[config.mk]
export PLATFORM = sky130hd
export DESIGN_NAME = clock_time_ctrl
export DESIGN_NICKNAME = d
export VERILOG_FILES = /design/src/rtl/clock_time_ctrl.sv
export SDC_FILE = /design/constraint.sdc
export NUM_CORES = 1
export LEC_CHECK = 0
export ABC_AREA = 1
export BUFFER_PORTS_ARGS = -buffer_cell sky130_fd_sc_hd__clkbuf_2
export CAP_MARGIN = 20
export CORE_ASPECT_RATIO = 0.5
export CORE_MARGIN = 3
export CORE_UTILIZATION = 50
export CTS_CLUSTER_SIZE = 24
export DETAILED_ROUTE_END_ITERATION = 12
export PLACE_DENSITY = 0.73
export SLEW_MARGIN = 10
export SYNTH_ARGS = -nofsm -noshare
export SYNTH_HDL_FRONTEND = slang
export SYNTH_SLANG_ARGS = --single-unit
[constraint.sdc]
create_clock -name clk -period 1.75 [get_ports clk]
set_input_delay 0 -clock clk [delete_from_list [all_inputs] [get_ports clk]]
set_output_delay 0 -clock clk [all_outputs]
set_load 0.02 [all_outputs]
[src/rtl/clock_time_ctrl.sv]
// Timekeeping and time-set controller: BCD h/m/s counters advanced by the 1 Hz tick,
// a RUN -> SET_H -> SET_M -> SET_S set-mode FSM, 12/24-hour flag and field-blink controls.

module clock_time_bcd_field #(
    parameter logic [3:0] MAX_T = 4'd5,
    parameter logic [3:0] MAX_U = 4'd9
) (
    input  logic       clk,
    input  logic       rst_n,
    input  logic       inc,
    output logic [3:0] tens,
    output logic [3:0] units,
    output logic       at_max
);
    // at_max feeds the carry chain and the field's own wrap back to 00
    assign at_max = (tens == MAX_T) && (units == MAX_U);

    always_ff @(posedge clk or negedge rst_n) begin
        if (!rst_n) begin
            tens  <= 4'd0;
            units <= 4'd0;
        end else if (inc) begin
            if (at_max) begin
                tens  <= 4'd0;
                units <= 4'd0;
            end else if (units == 4'd9) begin
                tens  <= tens + 4'd1;
                units <= 4'd0;
            end else begin
                units <= units + 4'd1;
            end
        end
    end
endmodule

module clock_time_ctrl #(
    parameter bit BLINK_EN = 1'b1
) (
    input  logic       clk,
    input  logic       rst_n,
    input  logic       tick_1hz,
    input  logic       key_mode,
    input  logic       key_inc,
    input  logic       key_fmt,
    output logic [3:0] bcd_ht,
    output logic [3:0] bcd_hu,
    output logic [3:0] bcd_mt,
    output logic [3:0] bcd_mu,
    output logic [3:0] bcd_st,
    output logic [3:0] bcd_su,
    output logic       day_night,
    output logic       set_active,
    output logic       blank_h,
    output logic       blank_m,
    output logic       blank_s
);
    localparam int NUM_FIELDS = 3; // 0 = seconds, 1 = minutes, 2 = hours

    typedef enum logic [1:0] {RUN, SET_H, SET_M, SET_S} state_t;

    state_t state_q, state_d;
    logic   phase_q, phase_d;
    logic   edit_en, run_tick;

    logic [NUM_FIELDS-1:0]      field_inc;
    logic [NUM_FIELDS-1:0]      field_max;
    logic [NUM_FIELDS-1:0][3:0] tens;
    logic [NUM_FIELDS-1:0][3:0] units;

    genvar g;
    generate
        for (g = 0; g < NUM_FIELDS; g++) begin : g_field
            clock_time_bcd_field #(
                .MAX_T((g == 2) ? 4'd2 : 4'd5),
                .MAX_U((g == 2) ? 4'd3 : 4'd9)
            ) u_field (
                .clk   (clk),
                .rst_n (rst_n),
                .inc   (field_inc[g]),
                .tens  (tens[g]),
                .units (units[g]),
                .at_max(field_max[g])
            );
        end
    endgenerate

    assign bcd_st = tens[0];
    assign bcd_su = units[0];
    assign bcd_mt = tens[1];
    assign bcd_mu = units[1];
    assign bcd_ht = tens[2];
    assign bcd_hu = units[2];

    // A mode press wins over an edit press landing in the same cycle
    assign edit_en  = key_inc & ~key_mode;
    assign run_tick = (state_q == RUN) & tick_1hz;

    always_comb begin
        field_inc[0] = run_tick | ((state_q == SET_S) & edit_en);
        field_inc[1] = (run_tick & field_max[0]) | ((state_q == SET_M) & edit_en);
        field_inc[2] = (run_tick & field_max[0] & field_max[1]) |
                       ((state_q == SET_H) & edit_en);
    end

    always_comb begin
        state_d = state_q;
        case (state_q)
            RUN:     if (key_mode) state_d = SET_H;
            SET_H:   if (key_mode) state_d = SET_M;
            SET_M:   if (key_mode) state_d = SET_S;
            SET_S:   if (key_mode) state_d = RUN;
            default: state_d = RUN;
        endcase
        // Newly selected field always starts visible
        phase_d = phase_q;
        if (state_d != state_q)
            phase_d = 1'b0;
        else if (tick_1hz && state_q != RUN)
            phase_d = ~phase_q;
    end

    always_ff @(posedge clk or negedge rst_n) begin
        if (!rst_n) begin
            state_q    <= RUN;
            phase_q    <= 1'b0;
            day_night  <= 1'b0;
            set_active <= 1'b0;
            blank_h    <= 1'b0;
            blank_m    <= 1'b0;
            blank_s    <= 1'b0;
        end else begin
            state_q    <= state_d;
            phase_q    <= phase_d;
            day_night  <= day_night ^ key_fmt;
            set_active <= (state_d != RUN);
            blank_h    <= BLINK_EN && phase_d && (state_d == SET_H);
            blank_m    <= BLINK_EN && phase_d && (state_d == SET_M);
            blank_s    <= BLINK_EN && phase_d && (state_d == SET_S);
        end
    end
endmodule

==> flow_results.org, run 1 <==
** Clock tree
- TritonCTS built the clock tree.
- Clock tree synthesis selected as its root buffer the cell clkbuf_8.
- Clk pin slew, worst setup/hold paths :: 0.07 ns
- Post-CTS setup buffer count :: 0
- The clock net in this run drives a total of 32 sinks.
- Total CTS buffers :: 5
- The H-tree generated during clock tree synthesis spans 2 levels.
- Buffer levels on the longest clock path :: 2
- The later pin in the worst-skew pair is clocked with a latency of 0.28 ns.

** Logic synthesis
- Total of flip-flops plus latches after synthesis :: 32
- After technology mapping, the gate count stands at 207.
- For this run, the register share of the synthesized area comes to 44.6%.
- Syn Area/Cell :: 8.67 µm²
- Synth Net Count :: 225
- Yosys printed 0 warnings.
- Asr flop ratio synth :: 100%
- Of the post-synthesis cell area, the dominant cell type holds 44.6%.
- Leading post-synthesis cells by instance count :: nand2_1 (39), dfrtp_1 (32), inv_1 (29)
- Largest cells by area after synthesis :: dfrtp_1 (45%), ha_1 (8.4%), nand2_1 (8.2%), inv_1 (6.1%), nand3_1 (5.0%)
- The synthesized design spends more area on one cell type than any other, namely dfrtp_1.
- Most common flop cell mapped by yosys :: dfrtp_1
- Count of flip-flops with a built-in enable after synthesis :: 0
- Most common cell in the synthesized netlist :: nand2_1
- The netlist uses 26 different library cells.
- In this run the cell area of the synthesized design comes to 1800 µm².

** STA
- Headroom to the max-slew limit :: 46.9%
- Across all hold checks on the routed design, the worst slack comes to 0.175 ns.
- Clock Skew :: 0.00608 ns
- Setup violations remaining at the end of the flow were counted as 0.
- Endpoints failing hold :: 0
- Post-route setup slack :: 0.147 ns
- For the final routed database, the setup TNS stands at 0 ns.
- Setup repair after global routing left no endpoint under its margin.
- Tmin final :: 1.60 ns
- Dividing the final minimum period by the clock period gives 91.6%.
- Pin slew with the least headroom to its limit :: 0.796 ns
- Highest clock frequency the design can meet :: 624 MHz
- The max-slew violation count is 0.

** Final layout
- Compared with the post-synthesis result, the final layout area differs by 20.3%.
- 0 antenna diodes ended up in the layout.
- Fraction of layout instances using a drive strength above 1 :: 25.9%
- Post-layout instance count excluding filler cells :: 299
- After the last flow step, the layout net total stands at 268.
- Measured on the finished design, the core utilization comes to 67.4%.
- Layout Cell Area excl Fill :: 2160 µm²

** Placed design
- In this run the tool buffered the top-level ports with 34 buffer cells.
- Post-DP Area :: 2010 µm²
- Routability-driven placement finished with a final weighted congestion of 0.848.
- HPWL after DPL :: 2550 µm
- Cells after DPL :: 288
- OpenSTA, run right after detailed placement, puts the worst setup slack at 0.106 ns.

** Routing
- Routed length per placed instance :: 11.5 µm
- Post-Route M1 WL :: 1670 µm
- First-pass detailed-route iteration total :: 4
- Total via count in the routed design :: 1454
- Residual DRC :: 0
- Final ANT Viol Nets :: 0
- Final routed wirelength across all metal layers :: 3440 µm
- Wire segments on met3 add up to 151 µm in the final route.
- Summed over all nets, wire length on met2 after detailed routing comes to 1610 µm.
- In this run, the number of DRC markers left after iteration 0 of detailed routing was 68.
- In the routed layout, each cell is associated on average with a via count of 4.86.
- Signal routing reaches up to met4.

** Pwr
- The analysis attributes to net switching a power of 1.43 mW.
- Power comes to 3.33 mW.
- Maximum resistive drop on vdd :: 0.968 mV
- LEAKAGE :: 1.18 nW
- Net switching is 42.9% of the power.
- Design internal power :: 1.90 mW
- The clock network burns 21.2% of the power.
- PD cells :: 1540 nW/µm²
- Combinational cell fraction of total power :: 40.8%
- Portion of total power attributed to sequential cells :: 38.0%

** Die
- The region available for standard cell placement spans 3210 µm².
- Die width :: 90.7 µm
- Rows :: 14
- The floorplan step set the die height to 48.4 µm.
- Starting Density :: 56.0%
- Number of I/O pins :: 35
- The die covers 4390 µm².

** Setup path
- Crit-path most repeated cell :: nand2_1
- Class of the most critical setup path :: flop to flop
- Of all nets on the critical path, the largest fanout is 12.
- The most critical setup path has its startpoint at g_field[0].u_field.units[1]$_DFFE_PN0P_.
- Cell with the largest stage delay on the worst path :: dfrtp_1
- Worst setup SP type :: flop
- STA puts the critical path data arrival time at 1.78 ns.
- Internal reg-to-reg setup slack :: 0.15 ns
- Endpoint required time on the critical path :: 1.93 ns
- STA classifies the critical path endpoint as a flop.
- Max stage delay on crit path :: 0.39 ns
- Walking the worst path, the cells encountered are inv_1 > ha_1 > nand3_2 > nor2_4 > nand3_2 > nand2_4 > nand2_1 > nand2_1 > nand2_1.
- R2r startpoint :: g_field[0].u_field.units[1]$_DFFE_PN0P_

** Flow run
- # Max-Cap Violations :: 0

** Global routing
- Summed over all layers, the global routing overflow is 0.
- Initial antenna violation count :: 0
- Largest net degree at the start of global routing :: 33
- The first global-routing pass estimated 5930 µm of wire.
- Combined global-route utilization of all metal layers :: 16.7%
- The via count of the first global-routing pass was 1392.

** Min path
- Hold crit path type :: input port to flop
- Startpoint of the most critical hold path :: tick_1hz

** Outcome
- Result of the run :: complete, no violations
-- registers in the layout (all words and copies together), names as in the netlist --
name	count
g_field.u_field.tens	12
g_field.u_field.units	12
state_q	2
blank_h	1
blank_m	1
blank_s	1
day_night	1
phase_q	1
set_active	1
-- critical path: cells and delay by family (launching register included) --
family,cells,cell delay (ns)
simple gates,7,0.85
flops,1,0.39
fa+ha+maj,1,0.17
buf+inv,1,0.10
-- cells in the final DEF, fill, tap and decap left out --
| master | Yosys | routed |
|---|---|---|
| a21oi_1 | 2 | 2 |
| and3_1 | 1 | 1 |
| bufinv_16 | 0 | 1 |
| clkbuf_2 | 0 | 34 |
| clkbuf_8 | 0 | 5 |
| clkinv_2 | 0 | 1 |
| clkinvlp_4 | 0 | 1 |
| dfrtp_1 | 32 | 32 |
| dlygate4sd3_1 | 0 | 3 |
| ha_1 | 12 | 12 |
| inv_1 | 29 | 29 |
| inv_2 | 1 | 1 |
| nand2_1 | 39 | 39 |
| nand2_2 | 3 | 2 |
| nand2_4 | 3 | 4 |
| nand3_1 | 18 | 18 |
| nand3_2 | 3 | 3 |
| nand3_4 | 1 | 1 |
| nand3b_1 | 1 | 1 |
| nand4_1 | 1 | 1 |
| nor2_1 | 22 | 22 |
| nor2_4 | 2 | 2 |
| nor3_1 | 2 | 2 |
| o21ai_0 | 7 | 7 |
| o21ai_1 | 2 | 2 |
| o21ai_2 | 4 | 4 |
| o22ai_1 | 3 | 3 |
| o31ai_1 | 2 | 2 |
| or2_2 | 6 | 6 |
| xnor2_1 | 2 | 2 |
| xor2_1 | 8 | 8 |
-- worst paths after layout --
path,cells past startpoint,end
min in group asynchronous,2,g_field[2].u_field.units[3]$_DFFE_PN0P_
worst max register to register,9,g_field[2].u_field.tens[3]$_DFFE_PN0P_
worst max-delay path,9,g_field[2].u_field.tens[3]$_DFFE_PN0P_
max in group asynchronous,2,g_field[1].u_field.units[1]$_DFFE_PN0P_
worst min-delay path,6,phase_q$_DFF_PN0_
worst min register to register,1,day_night$_DFF_PN0_
-- layer usage --
| metal | global-route usage (%) | vias to the layer above |
|---|---|---|
| met4 | 4.57 | 0 |
| met5 | 0 | - |
| li1 | - | 745 |
| met3 | 4.80 | 2 |
| met1 | 20.8 | 681 |
| met2 | 28.6 | 26 |
-- logic make-up (layout without fill, tap and decap cells) --
| kind of cell | count (synthesis) | in the layout | synth area share, % |
|---|---|---|---|
| xor gates and xnor gates | 10 | 10 | 4.88 |
| buffers and inverters | 31 | 75 | 6.90 |
| AOI/OAI and AO/OA | 20 | 20 | 6.90 |
| adders and majority gates | 12 | 12 | 8.36 |
| and+or+nand+nor | 102 | 102 | 28.4 |
| DFF | 32 | 32 | 44.6 |
-- repair_timing --
action                                  in CTS  in global routing
hold buffers                                 3                  0
resized for setup                            0                  1
endpoints found under the setup margin       0                  4
hold endpoints to repair                    34                  0
-- power groups by stage --
stage	clock, mW	combinational (mW)	sequential (mW)
after global routing	0.759	1.53	1.31
final	0.706	1.36	1.26
after detailed placement	0	1.36	1.27
after global placement	0	1.32	1.25
after floorplan	0	0.718	1.49
after CTS	0.719	1.38	1.26
-- area by class of cell --
| cell class | count | area [µm²] |
|---|---|---|
| inverter | 30 | 113 |
| multi-input combinational | 144 | 876 |
| fill | 270 | 1040 |
| timing repair buffer | 37 | 200 |
| tap | 48 | 60.1 |
| sequential | 32 | 801 |
| clock inverter | 3 | 42.5 |
| clock buffer | 5 | 68.8 |
No activity file was read; power rests on OpenSTA's default activity.
==> run 2, diff against run 1 <==
--- a/config.mk
+++ b/config.mk
@@ -10,10 +10,10 @@
 export CAP_MARGIN = 20
 export CORE_ASPECT_RATIO = 0.5
 export CORE_MARGIN = 3
-export CORE_UTILIZATION = 50
+export CORE_UTILIZATION = 45
 export CTS_CLUSTER_SIZE = 24
 export DETAILED_ROUTE_END_ITERATION = 12
-export PLACE_DENSITY = 0.73
+export PLACE_DENSITY = 0.67
 export SLEW_MARGIN = 10
 export SYNTH_ARGS = -nofsm -noshare
 export SYNTH_HDL_FRONTEND = slang
==> run 2 against run 1 <==
Compared with the run above:
- utilization fell by 7.8 points
- total power fell by 0.96%
- maximum frequency rose by 4.0%
- highest routed layer is now met3
- largest cell class unchanged
- clock power fell by 3.0%
- worst setup slack improved by 0.061 ns
==> flow_results.org, run 2 (synthesis gave the netlist of run 1 again) <==
** Flow run
- # Max-Cap Violations :: 0 (unchanged)

** Final layout
- Leading cell types in the layout, fill and taps excluded :: nand2_1 (39), clkbuf_2 (34), dfrtp_1 (32) (unchanged)
- Biggest regs :: g_field.u_field.tens x12, g_field.u_field.units x12, state_q x2 (unchanged)
- Net count of the finished layout :: 268 (unchanged)
- Number of diodes added for antenna fixing :: 0 (unchanged)
- The fraction of layout cells with a size suffix above 1 is 25.9% (unchanged).
- Layout overhead on the synthesized area :: 20.2% (was 20.3%)
- The most common library cell in the layout ignoring fill and taps was nand2_1 (unchanged).

** STA
- Setup TNS :: 0 ns (unchanged)
- The relative slew slack is 46.8% (was 46.9%).
- The number of hold violations in the final report is 0 (unchanged).
- The maximum frequency from static timing analysis was 649 MHz (was 624 MHz).
- Tmin final :: 1.54 ns (was 1.60 ns)
- Unrepaired setup endpoints after global routing: false (unchanged).
- Pin slew with the least headroom to its limit :: 0.798 ns (was 0.796 ns)
- Clock Skew :: 0.00428 ns (was 0.00608 ns)
- The post-route fraction of the period consumed by the critical path is 88.1% (was 91.6%).
- Setup violation total in the final timing report :: 0 (unchanged)
- Final number of max-transition violations :: 0 (unchanged)

** Clock tree
- CTS H-tree depth :: 2 (unchanged)
- The number of clock sinks is 32 (unchanged).
- The clock slew at the register clock pins of the worst setup and hold paths is 0.07 ns (about the same).
- The clock tree from TritonCTS is yes (unchanged).
- The worst-case clock buffer depth came to 2 (unchanged).
- The source-to-sink clock delay at the later pin of the worst-skew pair is 0.27 ns (was 0.28 ns).
- The CTS buffer count came to 5 (unchanged).
- CTS root buffer :: clkbuf_8 (unchanged)

** Setup path
- Data arrival, critical path :: 1.71 ns (was 1.78 ns)
- Endpoint required time on the critical path :: 1.92 ns (was 1.93 ns)
- The start of the worst register-to-register path was g_field[0].u_field.tens[1]$_DFFE_PN0P_ (was g_field[0].u_field.units[1]$_DFFE_PN0P_).
- The kind of capture point of the worst setup path is a flop (unchanged).
- Maximum fanout count along the critical path :: 12 (unchanged)
- The source of the critical timing path was g_field[0].u_field.tens[1]$_DFFE_PN0P_ (was g_field[0].u_field.units[1]$_DFFE_PN0P_).
- Worst setup SP type :: flop (unchanged)
- The type of the worst setup path is flop to flop (unchanged).

** Global routing
- The leftover overflow at the end of global routing was 0 (unchanged).
- The via count of the first global-routing pass was 1322 (was 1392).
- Wire length of the first global-routing pass :: 5780 µm (was 5930 µm)
- The global-route total usage across every layer came to 15.4% (was 16.7%).
- Largest net degree at the start of global routing :: 33 (unchanged)
- Initial antenna violation count :: 0 (unchanged)

** Placed design
- The weighted congestion reported at the end of routability-driven placement is 0.831 (was 0.848).
- Count of input and output buffers :: 34 (unchanged)
- The half-perimeter wire length after detailed placement was 2550 µm (about the same).

** Routing
- Final routed wirelength across all metal layers :: 3360 µm (was 3440 µm)
- Post-DR vias/cell :: 4.73 (was 4.86)
- The iteration-0 DRC count of the detailed router came to 83 (was 68).
- First-pass detailed-route iteration total :: 5 (was 4)
- The final routed wire length divided by cell count was 11.1 µm (was 11.5 µm).
- Final ANT Viol Nets :: 0 (unchanged)
- Total via count in the routed design :: 1428 (was 1454)
- The detailed-route DRC error count came to 0 (unchanged).

** Pwr
- The logic gate share of total power is 40.8% (about the same).
- The net load switching power is 1.40 mW (was 1.43 mW).
- The total leakage power is 1.18 nW (about the same).
- The power density normalized to cell area was 1530 nW/µm² (was 1540 nW/µm²).
- Maximum resistive drop on vdd :: 0.746 mV (was 0.968 mV)
- The register share of total power is 38.4% (was 38.0%).
- Fraction of power consumed by the clock network :: 20.8% (was 21.2%)
- Share of total power consumed by net switching :: 42.4% (was 42.9%)
- The internal power summed over all cells came to 1.90 mW (about the same).
- The total power is 3.30 mW (was 3.33 mW).

** Min path
- The startpoint of the tightest hold check path is key_mode (was tick_1hz).
- The classification of the worst-slack hold path is input port to flop (unchanged).

** Outcome
- Result of the run :: complete, no violations (unchanged)

** Die
- Die width :: 95.3 µm (was 90.7 µm)
- Rows :: 15 (was 14)
- Number of I/O pins :: 35 (unchanged)
- The total die area is 4830 µm² (was 4390 µm²).
- Starting Density :: 49.6% (was 56.0%)
- The core area came to 3620 µm² (was 3210 µm²).
- The chip height came to 50.7 µm (was 48.4 µm).
-- run 2: changes by cell type in the layout (fill, tap and decap cells not counted), sizes merged --
cell         change
buf              +1
clkbuf           +1
clkinvlp         -1
dlygate4sd3      -1
-- run 2: critical path, stage by stage (launching register included) --
cell	delay [ns]
dfrtp_1	0.42
inv_1	0.08
ha_1	0.17
nand3_2	0.12
nor2_4	0.16
nand3_2	0.10
nand2_4	0.14
nand2_1	0.12
nand2_1	0.08
nand2_1	0.04
-- run 2: metal layers --
layer,vias up,global-route usage (%),wire length (µm)
li1,742,-,-
met1,662,19.8,1620
met2,24,25.5,1590
met3,0,5.09,149
met4,0,2.87,0
met5,-,0,0
-- run 2: path summary, 6_finish.rpt --
kind,to,slack [ns],cells past startpoint
min in group asynchronous,g_field[2].u_field.units[3]$_DFFE_PN0P_,0.35,2
worst max-delay path,g_field[2].u_field.tens[3]$_DFFE_PN0P_,0.21,9
worst max register to register,g_field[2].u_field.tens[3]$_DFFE_PN0P_,0.21,9
max in group asynchronous,g_field[1].u_field.units[3]$_DFFE_PN0P_,0.89,2
worst min register to register,day_night$_DFF_PN0_,0.46,1
worst min-delay path,state_q[1]$_DFF_PN0_,0.03,2
-- run 2: final cells by class --
class	count	area, µm²
clock buffers	6	72.6
clock inverters	2	35.0
fillers	322	1460
inverters	30	113
multi-input cells	144	876
flip-flops and latches	32	801
well taps	51	63.8
repair buffers	37	198
-- run 2: power by group through the flow --
stage / clock, mW / combinational, mW / sequential (mW)
CTS: 0.710 / 1.36 / 1.27
floorplan: 0 / 0.718 / 1.49
global route: 0.740 / 1.52 / 1.31
global placement: 0 / 1.32 / 1.26
finish: 0.685 / 1.35 / 1.27
detailed placement: 0 / 1.35 / 1.28
-- run 2: timing repair --
action / 4_1_cts / 5_1_grt
resized for setup: 0 / 1
endpoints found under the setup margin: 0 / 4
buffers inserted: 0 / 1
endpoints found under the hold margin: 33 / 0
hold buffers: 2 / 0
-- run 2: per-stage QoR --
| step | utilization, % | instance area (µm²) | hold WS [ns] | worst slack [ns] | instances |
|---|---|---|---|---|---|
| final | 59.6 | 2160 | 0.0262 | 0.208 | 302 |
| after global placement | 55.7 | 2020 | 0.130 | 0.179 | 291 |
| after floorplan | - | 1800 | -0.296 | 0.232 | 207 |
| after global routing | 59.6 | 2160 | 0.0233 | 0.0280 | 302 |
| after CTS | 59.2 | 2150 | 0.0134 | 0.0907 | 301 |
| after detailed placement | 55.7 | 2020 | 0.132 | 0.0935 | 291 |
==> run 3, diff against run 2 <==
==> constraint.sdc (replaced) <==
create_clock -name clk -period 2 [get_ports clk]
set_input_delay 0 -clock clk [delete_from_list [all_inputs] [get_ports clk]]
set_output_delay 0 -clock clk [all_outputs]
set_load 0.02 [all_outputs]
==> run 3 against run 2 <==
Compared with the run above:
- hold slack is essentially flat
- sequential cell count unchanged
- die area unchanged
- non-clock buffer count decreased by 1
- utilization is 0.35 points lower
- critical path depth did not move
- sequential power shrank 13%
- largest cell class unchanged
- highest routed layer is now met4
- clock power is 12% lower
==> flow_results.org, run 3 (synthesis gave the netlist of run 1 again) <==
** Clock tree
- The CTS buffer count is 5 (unchanged).
- The cell at the root of the clock tree is clkbuf_8 (unchanged).
- The post-cts resize count is 0 (unchanged).
- Num Clock Sinks :: 32 (unchanged)
- The clock slew at the register clock pins of the worst setup and hold paths came to 0.07 ns (about the same).
- The clock tree from TritonCTS is yes (unchanged).
- Post-CTS setup buffer count :: 0 (unchanged)
- Latest clock arrival within the worst-skew pair :: 0.28 ns (was 0.27 ns)
- The maximum level of the CTS H-tree is 2 (unchanged).
- Buffer levels on the longest clock path :: 2 (unchanged)

** STA
- Unrepaired setup endpoints after global routing: false (unchanged).
- The setup TNS is 0 ns (unchanged).
- Clock Skew :: 0.00629 ns (was 0.00428 ns)
- The post-route fraction of the period consumed by the critical path is 82.5% (was 88.1%).
- Pin slew with the least headroom to its limit :: 0.796 ns (was 0.798 ns)
- Endpoints failing hold :: 0 (unchanged)
- Headroom to the max-slew limit :: 46.9% (was 46.8%)
- Highest clock frequency the design can meet :: 606 MHz (was 649 MHz)
- Setup violation total in the final timing report :: 0 (unchanged)
- Final number of max-transition violations :: 0 (unchanged)
- The final critical path time including I/O delays and setup was 1.65 ns (was 1.54 ns).

** Global routing
- The first-pass GRT wire length came to 5730 µm (was 5780 µm).
- Initial antenna violation count :: 0 (unchanged)
- The maximum number of pins on one net before global-route repair came to 33 (unchanged).
- Combined global-route utilization of all metal layers :: 15.5% (was 15.4%)
- The via count of the first global-routing pass was 1336 (was 1322).
- The leftover overflow at the end of global routing is 0 (unchanged).

** Final layout
- Number of diodes added for antenna fixing :: 0 (unchanged)
- Leading cell types in the layout, fill and taps excluded: nand2_1 (39), clkbuf_2 (34), dfrtp_1 (32) (unchanged).
- The fraction of layout cells with a size suffix above 1 is 25.6% (was 25.9%).
- Biggest regs :: g_field.u_field.tens x12, g_field.u_field.units x12, state_q x2 (unchanged)
- The most common library cell in the layout ignoring fill and taps is nand2_1 (unchanged).
- The layout net count came to 267 (was 268).
- The signed area change from the synthesized netlist to the final layout is 19.5% (was 20.2%).
- The final-layout fill cell count was 331 (was 322).
- The final core utilization was 59.2% (was 59.6%).

** Routing
- Final ANT Viol Nets :: 0 (unchanged)
- The number of detailed-route iterations in the first pass was 5 (unchanged).
- Residual DRC :: 0 (unchanged)
- Total via count in the routed design :: 1429 (was 1428)
- Violation count after the first detailed-routing iteration :: 54 (was 83)
- Post-DR vias/cell :: 4.75 (was 4.73)
- The final routed wire length divided by cell count was 11.2 µm (was 11.1 µm).
- The total detailed-routing wirelength is 3360 µm (unchanged).

** Setup path
- The type of the worst setup path was flop to flop (unchanged).
- Maximum fanout count along the critical path :: 12 (unchanged)
- The critical path data required time came to 2.17 ns (was 1.92 ns).
- Crit end category :: flop (unchanged)
- The kind of launch point of the worst setup path is a flop (unchanged).
- Data arrival, critical path :: 1.82 ns (was 1.71 ns)

** Placed design
- The total of buffers placed on input and output ports is 34 (unchanged).
- The half-perimeter wire length after detailed placement came to 2540 µm (was 2550 µm).
- GPL Wtd Cong :: 0.831 (unchanged)

** Flow run
- # Max-Cap Violations :: 0 (unchanged)

** Die
- Rows :: 15 (unchanged)
- Die width :: 95.3 µm (unchanged)
- The chip height came to 50.7 µm (unchanged).
- The total die area is 4830 µm² (unchanged).
- The core area is 3620 µm² (unchanged).
- Number of I/O pins :: 35 (unchanged)
- Starting Density :: 49.6% (unchanged)

** Pwr
- The power density normalized to cell area is 1340 nW/µm² (was 1530 nW/µm²).
- LEAKAGE :: 1.17 nW (was 1.18 nW)
- The worst supply voltage drop on vdd is 0.708 mV (was 0.746 mV).

** Outcome
- Result of the run :: complete, no violations (unchanged)

** Min path
- The classification of the worst-slack hold path was input port to flop (unchanged).
==> run 3: changes by cell type in the layout (fill, tap and decap cells not counted), sizes merged <==
cell  change
buf       -1
==> run 3: cell type report <==
class	instances	area, µm²	share of cell area [%]
well taps	51	63.8	2.97
multi-input cells	144	871	40.6
repair buffers	36	190	8.86
clock inverters	2	35.0	1.63
clock buffers	6	72.6	3.38
inverters	30	113	5.25
flip-flops and latches	32	801	37.3
==> run 3: worst paths after layout <==
path | start | end | slack (ns) | depth (start not counted)
hold reg to reg | day_night$_DFF_PN0_ | day_night$_DFF_PN0_ | 0.46 | 1
hold / removal | key_mode | state_q[1]$_DFF_PN0_ | 0.03 | 2
min in group asynchronous | rst_n | g_field[2].u_field.units[3]$_DFFE_PN0P_ | 0.34 | 2
max in group asynchronous | rst_n | g_field[0].u_field.tens[0]$_DFFE_PN0P_ | 1.15 | 2
setup reg to reg | g_field[0].u_field.units[1]$_DFFE_PN0P_ | g_field[2].u_field.tens[3]$_DFFE_PN0P_ | 0.35 | 9
setup / recovery | g_field[0].u_field.units[1]$_DFFE_PN0P_ | g_field[2].u_field.tens[3]$_DFFE_PN0P_ | 0.35 | 9
==> run 3: power by group <==
part / switching, mW / total (mW) / internal [mW]
Clock: 0.233 / 0.602 / 0.369
Sequential: 0.247 / 1.11 / 0.860
Combinational: 0.743 / 1.18 / 0.433
Total: 1.22 / 2.88 / 1.66
==> run 3: routing by layer <==
metal / wire length (µm) / global-route usage, %
met4: 39 / 4.78
met5: 0 / 0
met1: 1620 / 19.2
met2: 1540 / 25.6
met3: 161 / 5.39
==> run 3: worst max-delay path: stages, from the launching register on <==
cell and delay (ns):
dfrtp_1 0.41, inv_1 0.10, ha_1 0.16, nand3_2 0.13
nor2_4 0.20, nand3_2 0.09, nand2_2 0.18, nand2_1 0.13
nand2_1 0.08, nand2_1 0.05
==> run 3: through the flow <==
step / std cells / hold slack (ns) / worst slack [ns] / cell area (µm²) / total power [mW]
floorplan: 207 / -0.296 / 0.482 / 1800 / 1.93
global placement: 291 / 0.130 / 0.429 / 2020 / 2.26
detailed placement: 291 / 0.132 / 0.348 / 2020 / 2.30
CTS: 301 / 0.00952 / 0.350 / 2150 / 2.92
global route: 301 / 0.00677 / 0.201 / 2150 / 3.12
finish: 301 / 0.0260 / 0.351 / 2150 / 2.88
==> run 3: what timing repair did <==
action | 4_1_cts | 5_1_grt
endpoints found under the setup margin | 0 | 0
hold endpoints to repair | 33 | 0
hold buffers | 2 | 0
